--- src/rtl/inst_cycle_ctrl.sv ---
`default_nettype none
// ============================================================================
// Module      : inst_cycle_ctrl
// Description : Multi-cycle RV32 sequencer (IDLE/FETCH/DECODE/EXEC/WB/HALT)
//               that owns the PC, IR, retired count and halt/error status.
//               Optional fetch watchdog enabled by CTRL_FETCH_TIMEOUT_EN.
// Revision    : 1.0 - initial release
// ============================================================================
module inst_cycle_ctrl #(
    parameter logic [31:0] RESET_PC       = 32'h8000_0000,
    parameter int unsigned TIMEOUT_CYCLES = 255
) (
    input  logic        clk,
    input  logic        rst,
    input  logic        start,
    output logic        if_req,
    output logic [31:0] if_addr,
    input  logic        if_rvalid,
    input  logic [31:0] if_rdata,
    output logic [31:0] inst,
    input  logic [1:0]  idu_command,
    output logic        exu_valid,
    input  logic        exu_done,
    input  logic [31:0] next_pc,
    output logic        rf_wen,
    output logic [31:0] pc,
    output logic [31:0] instret,
    output logic        halt,
    output logic        err
);

    typedef enum logic [2:0] {
        S_IDLE   = 3'd0,
        S_FETCH  = 3'd1,
        S_DECODE = 3'd2,
        S_EXEC   = 3'd3,
        S_WB     = 3'd4,
        S_HALT   = 3'd5
    } state_t;

    localparam logic [1:0] c_CMD_ALU    = 2'b01;
    localparam logic [1:0] c_CMD_EXEC   = 2'b10;
    localparam logic [1:0] c_CMD_EBREAK = 2'b11;

    state_t      state_q, state_d;
    logic [31:0] pc_q, pc_d;
    logic [31:0] inst_q, inst_d;
    logic [31:0] npc_q, npc_d;
    logic [31:0] instret_q, instret_d;
    logic [1:0]  cmd_q, cmd_d;
    logic        halt_q, halt_d;
    logic        err_q, err_d;
    logic        if_req_q, if_req_d;
    logic        exu_valid_q, exu_valid_d;
    logic        rf_wen_q, rf_wen_d;
    logic        w_timeout;

`ifdef CTRL_FETCH_TIMEOUT_EN
    localparam int unsigned c_TO_W = $clog2(TIMEOUT_CYCLES + 1);

    logic [c_TO_W-1:0] to_cnt_q, to_cnt_d;

    // Counter idles at zero outside FETCH, so every FETCH entry starts clean.
    assign w_timeout = (state_q == S_FETCH) && (to_cnt_q == c_TO_W'(TIMEOUT_CYCLES - 1));
    assign to_cnt_d  = (state_q == S_FETCH && !if_rvalid && !w_timeout)
                     ? to_cnt_q + c_TO_W'(1) : '0;
`else
    logic w_unused_timeout;

    assign w_timeout        = 1'b0;
    assign w_unused_timeout = ^TIMEOUT_CYCLES;
`endif

    always_comb begin
        state_d   = state_q;
        pc_d      = pc_q;
        inst_d    = inst_q;
        npc_d     = npc_q;
        instret_d = instret_q;
        cmd_d     = cmd_q;
        halt_d    = halt_q;
        err_d     = err_q;

        case (state_q)
            S_IDLE: begin
                if (start) state_d = S_FETCH;
            end
            S_FETCH: begin
                if (if_rvalid) begin
                    inst_d  = if_rdata;
                    state_d = S_DECODE;
                end else if (w_timeout) begin
                    halt_d  = 1'b1;
                    err_d   = 1'b1;
                    state_d = S_HALT;
                end
            end
            S_DECODE: begin
                cmd_d = idu_command;
                case (idu_command)
                    c_CMD_ALU, c_CMD_EXEC: state_d = S_EXEC;
                    c_CMD_EBREAK: begin
                        halt_d  = 1'b1;
                        state_d = S_HALT;
                    end
                    default: begin
                        halt_d  = 1'b1;
                        err_d   = 1'b1;
                        state_d = S_HALT;
                    end
                endcase
            end
            S_EXEC: begin
                if (exu_done) begin
                    npc_d = next_pc;
                    // Misaligned target faults before any architectural update.
                    if (next_pc[1:0] != 2'b00) begin
                        halt_d  = 1'b1;
                        err_d   = 1'b1;
                        state_d = S_HALT;
                    end else if (cmd_q == c_CMD_ALU) begin
                        state_d = S_WB;
                    end else begin
                        pc_d      = next_pc;
                        instret_d = instret_q + 32'd1;
                        state_d   = S_FETCH;
                    end
                end
            end
            S_WB: begin
                pc_d      = npc_q;
                instret_d = instret_q + 32'd1;
                state_d   = S_FETCH;
            end
            S_HALT: begin
                state_d = S_HALT;
            end
            default: begin
                state_d = S_IDLE;
            end
        endcase

        if_req_d    = (state_d == S_FETCH);
        rf_wen_d    = (state_d == S_WB);
        exu_valid_d = (state_d == S_EXEC) && (state_q != S_EXEC);
    end

    always_ff @(posedge clk or posedge rst) begin
        if (rst) begin
            state_q     <= S_IDLE;
            pc_q        <= RESET_PC;
            inst_q      <= 32'd0;
            npc_q       <= 32'd0;
            instret_q   <= 32'd0;
            cmd_q       <= 2'b00;
            halt_q      <= 1'b0;
            err_q       <= 1'b0;
            if_req_q    <= 1'b0;
            exu_valid_q <= 1'b0;
            rf_wen_q    <= 1'b0;
`ifdef CTRL_FETCH_TIMEOUT_EN
            to_cnt_q    <= '0;
`endif
        end else begin
            state_q     <= state_d;
            pc_q        <= pc_d;
            inst_q      <= inst_d;
            npc_q       <= npc_d;
            instret_q   <= instret_d;
            cmd_q       <= cmd_d;
            halt_q      <= halt_d;
            err_q       <= err_d;
            if_req_q    <= if_req_d;
            exu_valid_q <= exu_valid_d;
            rf_wen_q    <= rf_wen_d;
`ifdef CTRL_FETCH_TIMEOUT_EN
            to_cnt_q    <= to_cnt_d;
`endif
        end
    end

    assign if_req    = if_req_q;
    assign if_addr   = pc_q;
    assign inst      = inst_q;
    assign exu_valid = exu_valid_q;
    assign rf_wen    = rf_wen_q;
    assign pc        = pc_q;
    assign instret   = instret_q;
    assign halt      = halt_q;
    assign err       = err_q;

endmodule
`default_nettype wire

--- config.mk ---
export PLATFORM = sky130hd
export DESIGN_NAME = inst_cycle_ctrl
export DESIGN_NICKNAME = d
export VERILOG_FILES = /design/src/rtl/inst_cycle_ctrl.sv
export SDC_FILE = /design/constraint.sdc
export NUM_CORES = 1
export LEC_CHECK = 0
export BUFFER_PORTS_ARGS = -buffer_cell sky130_fd_sc_hd__buf_4
export CAP_MARGIN = 20
export CORE_ASPECT_RATIO = 0.9
export CORE_MARGIN = 10
export CORE_UTILIZATION = 51
export CTS_CLUSTER_SIZE = 10
export DETAILED_ROUTE_END_ITERATION = 16
export MAX_ROUTING_LAYER = met4
export PLACE_DENSITY = 0.9
export SLEW_MARGIN = 30
export SYNTH_ARGS = -nofsm -noshare
export SYNTH_HDL_FRONTEND = slang
export SYNTH_SLANG_ARGS = --single-unit
--- constraint.sdc ---
create_clock -name clk -period 6.1 [get_ports clk]
set_input_delay 1.22 -clock clk [delete_from_list [all_inputs] [get_ports clk]]
set_output_delay 1.22 -clock clk [all_outputs]
set_load 0.02 [all_outputs]
=== After elaboration in Yosys (flattened, before gate mapping) ===
Cells that the tools add are included.
Widths: inputs -> output; s select.

* Bits in registers: 138
* Latch bits: 0
* Bits in writable memories: 0
* Bits in read-only memories: 0
* Input bits: 71
* Output and inout bits: 133
* Word-level logic and storage cells: 64
* Memories: 0

* $add $sub $neg: 1
* $mul: 0
* Div/mod/pow operators: 0
* $lt $le $gt $ge: 0
* Equal/unequal tests: 19
* Shifts and indexed selects: 0
* Multiplexer cells: 21
* Bitwise gates (word level): 0
* Reduce and logical (&&, ||, !) cells: 12

{| class="wikitable"
|+ Operators with widths
! kind !! count
|-
| $mux 32 || 6
|-
| $pmux 32 s2 || 2
|-
| $add 32x1->32 const B || 1
|-
| $mux 3 || 6
|-
| $pmux 3 s6 || 1
|-
| $ne 2x2->1 const B || 6
|-
| $reduce_and 4->1 || 3
|-
| $eq 3x2->1 const B || 3
|-
| $eq 3x3->1 const B || 3
|-
| $eq 3x1->1 const B || 2
|-
| $reduce_bool 2->1 || 3
|-
| $eq 2x1->1 const B || 2
|-
| $eq 2x2->1 const B || 2
|-
| $mux 1 || 4
|-
| $pmux 1 s2 || 2
|-
| $reduce_and 2->1 || 2
|-
| $logic_not 3->1 || 1
|-
| $ne 3x2->1 const B || 1
|-
| $reduce_or 3->1 || 1
|-
| $reduce_or 2->1 || 1
|-
| $logic_and 1x1->1 || 1
|}

=== Longest topological paths before layout ===
Gate-level depths: netlist (run 1).

* Word-level depth: 7
* Depth in mapped cells: 7
* Depth with buffers taken out: 6

=== Worst setup path before layout (run 1) ===
Ideal clock, no wire load.

* Path kind: input to register
* Start point: in exu_done
* End point: reg instret_q[27] (netlist: instret[27])
* Library setup time: 80 ps
* Arrival time: 2461 ps
* Required time: 6020 ps
* Path slack: 3559 ps
* Stages on the path: 5
* Path buffers: 1
* Path through: nand4b_4 -> o41a_4 -> buf_6 -> nor4_1 -> xor2_1

* Word-level cells in the longest chain between the ends: 2

{| class="wikitable"
|+ RTL lines
! what !! RTL line !! RTL
|-
| start: declaration || 23 || <nowiki>input logic exu_done,</nowiki>
|-
| $ne 2x2->1 (no line) || n/a ||
|-
| $reduce_and 4->1 (no line) || n/a ||
|-
| end signal: assignment || 169 || <nowiki>instret_q <= instret_d;</nowiki>
|-
| end: declaration || 49 || <nowiki>logic [31:0] instret_q, instret_d;</nowiki>
|}

Every way passes these cells.
A chain may end at the register's enable or synchronous reset.

=== Final worst setup path (run 1) ===
* Start point: in exu_done
* End point: reg instret_q[19] (netlist: instret[19])

Same word-level chain as after synthesis.

==> results.json, run 1 <==
{
  "status": "complete, no violations",
  "start_util": 0.526,
  "nNetsFinal": 799,
  "final_hold_viol_count": 0,
  "rows": 37,
  "synth_ff_type": "dfrtp_1",
  "layout-drive-gt1-share": 0.371,
  "synthDistinctLibCells": 38,
  "slew_violations": 0,
  "die_h_um": 124,
  "finish.utilization": 0.694,
  "gr-total-overflow": 0,
  "grtUsageTotal": 0.199,
  "combinationalPowerShare": 0.037,
  "diodes": 0,
  "finalCriticalPeriod_ns": 3.06,
  "routed_wl_um": 16300,
  "critical_path_arrival_ns": 3.40,
  "skew_ns": 0.00955,
  "clock_sinks": 138,
  "ys_top_cells_by_count": "dfrtp_1, nand2_1, mux2_2",
  "ys_top_cells_by_area": "dfrtp_1, nand2_1, mux2_2",
  "core_area_mm2": 0.0116,
  "cts_max_level": 4,
  "cts_hold_buf": 0,
  "drt-wirelength-per-cell_um": 18.2,
  "ant_nets": 0,
  "critPathMaxFanout": 80,
  "reg2reg_from": "state_q[0]$_DFF_PP0_",
  "async_flop_share": 1.00,
  "synth_seq_cells": 138,
  "cts_tree": "built",
  "cp-startpoint": "exu_done",
  "antenna_found_initial": 0,
  "tightest_slew_ns": 0.875,
  "placed_cells": 863,
  "areaGrowthSynthToFinish_pct": 32.0,
  "p_total_mw": 1.89,
  "p_seq_frac": 0.485,
  "dieWidth_um": 135,
  "die-area_mm2": 0.0167,
  "post_cts_resized": 0,
  "io_pins": 204,
  "clk_path_buf_depth": 2,
  "cts.clk_slew.worst_paths_ns": 0.05,
  "fmax_mhz": 326,
  "cts_root_buffer": "clkbuf_16",
  "p_sw_mw": 0.387,
  "setup_tns_ns": 0,
  "power_density_mw_per_mm2": 235,
  "ys_seq_area_frac": 0.568,
  "cellLeakagePower_nw": 4.37,
  "syn_avg_cell_area_um2": 10.9,
  "port_buffers": 203,
  "grt_pass1_wl_um": 25600,
  "grt_pass1_vias": 5048,
  "syn_inst": 557,
  "synth.largest_area_cell": "dfrtp_1",
  "num_vias": 4718,
  "via_per_inst": 5.29,
  "swShare": 0.204,
  "hold_start": "npc_q[20]$_DFFE_PP0P_",
  "synth_top_area_share": 0.563,
  "gp_congestion": 0.876,
  "path_class": "primary input to flip-flop",
  "grt_start_max_net_pins": 81,
  "dp_hpwl_um": 11700,
  "drc": 0,
  "critPathCaptureType": "flip-flop",
  "p_int_mw": 1.51,
  "syn_nets": 630,
  "ir_worst_vdd_mv": 0.215,
  "cts-buffers-inserted": 17,
  "maxSlewHeadroom": 0.416,
  "dr.pass1.iters": 4,
  "synth_area_mm2": 0.00609,
  "synth_edf_count": 0,
  "worstPathRequired_ns": 6.43,
  "fin_cells": 892,
  "insertion_delay_ns": 0.41,
  "hold_class": "flip-flop to flip-flop",
  "drv_cap": 0,
  "final-setup-viol-count": 0,
  "drt_iter0_markers": 362,
  "postCtsSetupBuffers": 0,
  "fin_crit_sh": 0.502,
  "grt_setup_unrepaired": "false",
  "p_clk_frac": 0.478,
  "worst_setup_path_start_kind": "primary input",
  "ys.warnings.count": 0
}
-- flip-flops by register name (all words and copies together), names as in the netlist --
name and count:
if_addr 32, cmd_q 2, err 1, state_q 3, instret 32, rf_wen 1
inst 32, npc_q 32, if_req 1, exu_valid 1, halt 1
-- placed cells by master, fill, tap and decap left out, types with 3 or more instances in the layout --
master	instances
nor3_1	11
and2_1	5
o21ai_0	31
dfrtp_1	137
nor4_1	6
mux2_2	34
and3_1	5
buf_4	207
nand2_1	137
clkinv_2	3
xnor2_1	15
clkbuf_8	4
a21o_1	4
clkbuf_1	5
nor2b_1	3
mux2i_1	31
and4_1	6
nand4_1	10
nand3_1	15
clkbuf_16	17
nor2_1	5
xor2_1	16
inv_1	5
-- layout make-up --
| class | instances | area, um^2 |
|---|---|---|
| fillers | 858 | 3540 |
| flip-flops and latches | 138 | 3450 |
| clock buffers | 26 | 499 |
| repair buffers | 208 | 1580 |
| inverters | 6 | 27.5 |
| clock inverters | 3 | 15.0 |
| well taps | 156 | 195 |
| multi-input cells | 355 | 2260 |
-- power by group through the flow --
stage | combinational [mW] | clock, mW | sequential (mW)
after floorplan | 0.0230 | 0 | 0.934
after global placement | 0.0689 | 0 | 0.933
after detailed placement | 0.0713 | 0 | 0.933
after CTS | 0.0722 | 0.917 | 0.917
after global routing | 0.0781 | 0.964 | 0.917
final | 0.0703 | 0.904 | 0.917
-- path summary, 6_finish.rpt --
| path | to | slack (ns) | cells after the start |
|---|---|---|---|
| hold / removal | npc_q[20]$_DFFE_PP0P_ | 0.47 | 2 |
| setup reg to reg | instret[19]$_DFFE_PP0P_ | 3.24 | 4 |
| max in group asynchronous | inst[19]$_DFFE_PP0P_ | 3.87 | 3 |
| setup / recovery | instret[19]$_DFFE_PP0P_ | 3.04 | 5 |
| hold reg to reg | npc_q[20]$_DFFE_PP0P_ | 0.47 | 2 |
| min in group asynchronous | inst[14]$_DFFE_PP0P_ | 0.88 | 2 |
-- critical path: stages --
cell and delay (ns):
buf_4 0.12, nand4b_4 0.48, o41a_4 0.91, nor4bb_1 0.46, xor2_1 0.18
-- cell families (layout without fill, tap and decap cells) --
kind of cell             Yosys count  count (layout)  share of synthesized area
adder cells (fa/ha/maj)            2               2                    0.00411
XOR/XNOR                          31              31                     0.0446
buffers and inverters             64             243                     0.0611
flip-flops                       138             138                      0.568
AND/OR/NAND/NOR                  213             213                      0.163
multiplexers                      65              65                      0.114
AO/OA/AOI/OAI                     44              44                     0.0458
-- metal layers --
| layer | GRT usage | vias to the layer above | share of wire |
|---|---|---|---|
| li1 | - | 2191 | - |
| met1 | 0.222 | 2309 | 0.41 |
| met2 | 0.317 | 197 | 0.49 |
| met3 | 0.0829 | 21 | 0.090 |
| met4 | 0.0726 | 0 | 0.014 |
| met5 | - | - | 0 |
-- through the flow --
step	area [um^2]	setup WS, ns	hold WS (ns)
6_report	8040	3.04	0.469
5_1_grt	8040	2.86	0.502
4_1_cts	8040	3.03	0.474
3_5_place_dp	7520	2.61	0.455
3_3_place_gp	7490	2.68	0.445
2_1_floorplan	6090	1.19	0.445
No activity file was read; power rests on OpenSTA's default activity.
==> run 2: changes to the inputs <==
- ABC_AREA: not set -> 1
- CORE_UTILIZATION: 51 -> 52
- clock period: 6.1 -> 3.05 ns (I/O delays scaled with it)
==> run 2 against run 1 <==
Synthesized cell count rose by 42%; via count rose by 23%; die area rose by 6.8%; sequential cell count did not move; sequential share of layout area fell by 3.5 points; non-clock buffer count rose by 2; synthesized area rose by 10%; setup slack got worse by 2.0 ns; critical path depth rose by 1; routed wire length rose by 13%; critical path type is now flip-flop to flip-flop.
==> results.json, run 2 <==
{
  "cts_hold_buf": 0,
  "synthDistinctLibCells": 33,
  "placed_cells": 1108,
  "whs_ns": 0.344,
  "maxSlewHeadroom": 0.623,
  "worst_setup_path_start_kind": "flip-flop",
  "cts_root_buffer": "clkbuf_16",
  "synth_xor_area_frac": 0.0220,
  "layout-drive-gt1-share": 0.303,
  "dp_hpwl_um": 13600,
  "critical_path_arrival_ns": 2.33,
  "post_dp_cell_area_mm2": 0.00810,
  "drt_iter0_markers": 374,
  "ys.warnings.count": 0,
  "ys_top_cells_by_area": "dfrtp_1, nand2_1, mux2_2",
  "wl_met1_um": 7140,
  "diodes": 0,
  "synth_fa_ha_area_frac": 0.00373,
  "skew_ns": 0.0150,
  "cts.clk_slew.worst_paths_ns": 0.06,
  "n_fill_cell": 927,
  "ir_worst_vdd_mv": 0.439,
  "via_per_inst": 5.09,
  "die-area_mm2": 0.0178,
  "cellLeakagePower_nw": 4.76,
  "finalCriticalPeriod_ns": 2.01,
  "rows": 39,
  "cts-buffers-inserted": 17,
  "ys_seq_area_frac": 0.515,
  "async_flop_share": 1.00,
  "synthMuxAreaShare": 0.0538,
  "slew_violations": 0,
  "p_clk_frac": 0.526,
  "nNetsFinal": 1036,
  "gr-total-overflow": 0,
  "die_h_um": 128,
  "worst_slack_ns": 1.04,
  "final_hold_viol_count": 0,
  "io_pins": 204,
  "synth_area_mm2": 0.00670,
  "post_cts_resized": 0,
  "stdcell_area_mm2": 0.00874,
  "path_class": "flip-flop to flip-flop",
  "highest_layer": "met4",
  "synth_compound_area_frac": 0.0592,
  "setup_tns_ns": 0,
  "clk_path_buf_depth": 2,
  "cts_max_level": 4,
  "routed_wl_um": 18400,
  "synth_seq_cells": 138,
  "cts_tree": "built",
  "synth_top_family_by_area": "simple AND/OR/NAND/NOR gates",
  "dr.pass1.iters": 7,
  "p_sw_mw": 0.831,
  "combinationalPowerShare": 0.034,
  "final-setup-viol-count": 0,
  "critPathCaptureType": "flip-flop",
  "antenna_found_initial": 0,
  "wl_met2_um": 9250,
  "wl_met3_um": 1700,
  "synth_edf_count": 0,
  "grtUsageTotal": 0.210,
  "grt_pass1_wl_um": 29700,
  "layout_common_cells": "nand2_1, buf_4, dfrtp_1",
  "gp_congestion": 0.922,
  "p_seq_frac": 0.439,
  "power_density_mw_per_mm2": 477,
  "start_util": 0.530,
  "clock_sinks": 138,
  "swShare": 0.199,
  "grt_start_max_net_pins": 105,
  "post-synth-top-count-cell": "nand2_1",
  "syn_nets": 865,
  "port_buffers": 203,
  "critPathMaxFanout": 38,
  "tightest_slew_ns": 0.566,
  "drc": 0,
  "fin_crit_sh": 0.659,
  "grt_pass1_vias": 6022,
  "areaGrowthSynthToFinish_pct": 30.4,
  "synthSimpleGateAreaFrac": 0.246,
  "syn_inst": 792,
  "synth_top_area_share": 0.511,
  "drv_cap": 0,
  "insertion_delay_ns": 0.42,
  "synth_ff_type": "dfrtp_1",
  "hold_class": "primary input to async pin",
  "syn_avg_cell_area_um2": 8.46,
  "postCtsSetupBuffers": 0,
  "dp_slack_ns": 0.848,
  "ant_nets": 0,
  "worstPathRequired_ns": 3.37,
  "fin_cells": 1140,
  "drt-wirelength-per-cell_um": 16.2,
  "grt_setup_unrepaired": "false",
  "p_int_mw": 3.34,
  "fmax_mhz": 498,
  "synth.largest_area_cell": "dfrtp_1",
  "num_vias": 5807,
  "final_common_cell": "nand2_1",
  "status": "complete, no violations",
  "ys_top_cells_by_count": "nand2_1, dfrtp_1, o21ai_0",
  "dieWidth_um": 140,
  "core_area_mm2": 0.0126
}
## run 2: cell types whose count changed after synthesis, sizes merged, moves of 6 or more
cell,before,now
nor4,6,0
nand2,137,303
nor2,6,62
clkbuf,22,7
buf,36,51
xnor2,15,2
inv,6,67
mux2i,31,0
and4,6,0
nor3,11,5
o21ai,31,72
nand3,15,21
## run 2: path summary, 6_finish.rpt
kind / startpoint / end / slack, ns / depth (start not counted)
max in group asynchronous: rst / if_addr[6]$_DFFE_PP0P_ / 2.24 / 3
min in group clk: next_pc[24] / npc_q[24]$_DFFE_PP0P_ / 0.41 / 3
setup / recovery: state_q[2]$_DFF_PP0_ / npc_q[10]$_DFFE_PP0P_ / 1.04 / 6
setup reg to reg: state_q[2]$_DFF_PP0_ / npc_q[10]$_DFFE_PP0P_ / 1.04 / 6
hold reg to reg: halt$_DFFE_PP0P_ / halt$_DFFE_PP0P_ / 0.47 / 1
hold / removal: rst / inst[6]$_DFFE_PP0P_ / 0.34 / 3
## run 2: layer usage
metal	global-route usage	vias to the layer above
met4	0.0765	0
met1	0.226	2774
met3	0.0804	27
li1	-	2777
met2	0.349	229
met5	-	-
## run 2: through the flow
stage / power [mW] / utilization
detailed placement: 2.01 / 0.641
global placement: 2.01 / 0.641
CTS: 4.21 / 0.692
global route: 4.30 / 0.692
finish: 4.17 / 0.692
floorplan: 1.92 / -
## run 2: area by class of cell
| type | count | area [um^2] | area share |
|---|---|---|---|
| flip-flops and latches | 138 | 3450 | 0.395 |
| inverters | 68 | 262 | 0.0299 |
| repair buffers | 210 | 1600 | 0.183 |
| clock inverters | 10 | 164 | 0.0187 |
| well taps | 164 | 205 | 0.0235 |
| multi-input cells | 528 | 2580 | 0.295 |
| clock buffers | 22 | 474 | 0.0542 |
## run 2: worst max-delay path, stage by stage (launching register included)
cell      delay, ns
dfrtp_1        0.53
nor2_4         0.10
nand2_1        0.07
buf_4          0.18
clkinv_1       0.46
buf_12         0.36
o21ai_0        0.20
## run 2: cell families after synthesis
family | Yosys count
AND/OR/NAND/NOR | 401
flip-flops | 138
buffers and inverters | 126
AO/OA/AOI/OAI | 77
multiplexers | 32
XOR/XNOR | 16
adder cells (fa/ha/maj) | 2
## run 2: power by group through the flow
stage	registers, mW	logic (mW)	clock network (mW)
final	1.83	0.144	2.20
after global routing	1.83	0.161	2.30
after CTS	1.83	0.147	2.23
after detailed placement	1.87	0.146	0
after global placement	1.87	0.142	0
after floorplan	1.87	0.0499	0
==> run 3: changes to the inputs <==
- ABC_AREA: 1 -> 0
- CORE_UTILIZATION: 52 -> 51
- clock period: 3.05 -> 1.96 ns (I/O delays scaled with it)
==> run 3 against run 2 <==
Clock-buffer cell count decreased by 1; utilization increased by 1.5 points; clock skew decreased by 0.0073 ns; setup slack got worse by 0.94 ns; worst hold slack got worse by 0.25 ns; clock power increased by 39%; critical path depth decreased by 1; die area decreased by 6.3%; non-clock buffer count increased by 9; critical path type unchanged; largest cell class unchanged.
==> results.json, run 3 (same netlist as run 1, synthesis figures left out) <==
{
  "status": "complete, no violations",
  "hold_class": "primary input to async pin",
  "finalCriticalPeriod_ns": 1.85,
  "antenna_found_initial": 0,
  "drv_cap": 0,
  "grt_setup_unrepaired": "false",
  "insertion_delay_ns": 0.42,
  "num_vias": 4679,
  "die-area_mm2": 0.0167,
  "io_pins": 204,
  "maxSlewHeadroom": 0.664,
  "cp_num_buf_inv": 1,
  "clk_path_buf_depth": 2,
  "layout-drive-gt1-share": 0.386,
  "path_cells": "or3b_2, o41a_4, buf_4, nand2_1, o21ai_0",
  "grt_start_max_net_pins": 81,
  "cts_hold_buf": 0,
  "dp_slack_ns": 0.0651,
  "critPathMaxFanout": 40,
  "rows": 37,
  "grt_pass1_vias": 5086,
  "skew_ns": 0.00768,
  "critical_path_arrival_ns": 2.13,
  "diodes": 0,
  "ant_nets": 0,
  "dp_hpwl_um": 11800,
  "drt-wirelength-per-cell_um": 17.8,
  "areaGrowthSynthToFinish_pct": 34.4,
  "tightest_slew_ns": 0.504,
  "power_density_mw_per_mm2": 749,
  "path_class": "flip-flop to flip-flop",
  "worst_slack_ns": 0.105,
  "via_per_inst": 5.17,
  "grtUsageTotal": 0.200,
  "post_cts_resized": 0,
  "ir_worst_vdd_mv": 0.624,
  "cts_tree": "built",
  "slew_violations": 0,
  "critPathCaptureType": "flip-flop",
  "start_util": 0.526,
  "stdcell_area_mm2": 0.00818,
  "gr-total-overflow": 0,
  "cts_root_buffer": "clkbuf_16",
  "cts.clk_slew.worst_paths_ns": 0.05,
  "final_common_cell": "buf_4",
  "dr.pass1.iters": 4,
  "worstPathRequired_ns": 2.23,
  "fin_crit_sh": 0.946,
  "layout_common_cells": "buf_4, nand2_1, dfrtp_1",
  "die_h_um": 124,
  "final_hold_viol_count": 0,
  "drt_iter0_markers": 283,
  "routed_wl_um": 16100,
  "nNetsFinal": 810,
  "cellLeakagePower_nw": 4.45,
  "critPathSlowestCell": "or3b_2",
  "critical_path.top_delay_family": "simple AND/OR/NAND/NOR gates",
  "cts_max_level": 4,
  "gp_congestion": 0.898,
  "drc": 0,
  "core_area_mm2": 0.0116,
  "n_fill_cell": 839,
  "finish.utilization": 0.707,
  "post_dp_cell_area_mm2": 0.00762,
  "cts-buffers-inserted": 17,
  "max_stage_delay_ns": 0.54,
  "final-setup-viol-count": 0,
  "worst_setup_path_start_kind": "flip-flop",
  "grt_pass1_wl_um": 25800,
  "fmax_mhz": 539,
  "port_buffers": 203,
  "clock_sinks": 138,
  "postCtsSetupBuffers": 0,
  "dieWidth_um": 135
}
==> run 3: worst register-to-register path, stage by stage (launching register included) <==
cell	delay (ns)
dfrtp_1	0.43
or3b_2	0.54
o41a_4	0.21
buf_4	0.30
nand2_1	0.14
o21ai_0	0.10
==> run 3: power breakdown <==
| group | switching (mW) | leakage (nW) | internal, mW |
|---|---|---|---|
| Combinational | 0.110 | 2.32 | 0.116 |
| Clock | 1.14 | 0.286 | 1.91 |
| Sequential | 0.00103 | 1.85 | 2.85 |
| Total | 1.25 | 4.45 | 4.88 |
==> run 3: cell type report <==
| cell class | count | area [um^2] | share of cell area |
|---|---|---|---|
| sequential | 138 | 3450 | 0.422 |
| clock buffer | 21 | 460 | 0.0563 |
| inverter | 6 | 26.3 | 0.00321 |
| timing repair buffer | 219 | 1680 | 0.206 |
| clock inverter | 10 | 100 | 0.0122 |
| multi-input combinational | 355 | 2260 | 0.277 |
| tap | 156 | 195 | 0.0239 |
==> run 3: through the flow <==
step | setup TNS, ns | std cells | hold WS (ns) | power (mW)
global route | 0 | 905 | 0.119 | 6.34
floorplan | -20.87 | 557 | 0.445 | 2.98
finish | 0 | 905 | 0.0967 | 6.13
global placement | 0 | 874 | 0.447 | 3.12
detailed placement | 0 | 874 | 0.449 | 3.13
CTS | 0 | 905 | 0.102 | 6.18
==> run 3: final timing paths <==
path	from	end	slack, ns	cells past startpoint
setup / recovery	state_q[0]$_DFF_PP0_	if_addr[11]$_DFFE_PP0P_	0.11	5
hold / removal	rst	npc_q[23]$_DFFE_PP0P_	0.1	3
hold reg to reg	halt$_DFFE_PP0P_	halt$_DFFE_PP0P_	0.46	1
setup reg to reg	state_q[0]$_DFF_PP0_	if_addr[11]$_DFFE_PP0P_	0.11	5
min in group clk	next_pc[27]	npc_q[27]$_DFFE_PP0P_	0.18	3
max in group asynchronous	rst	if_addr[31]$_DFFE_PP1P_	1.45	3
==> run 3: per-layer routing <==
layer | global-route usage | vias to the layer above | share of wire
li1 | - | 2212 | -
met1 | 0.226 | 2251 | 0.42
met2 | 0.311 | 188 | 0.47
met3 | 0.0841 | 28 | 0.090
met4 | 0.0786 | 0 | 0.021
met5 | - | - | 0
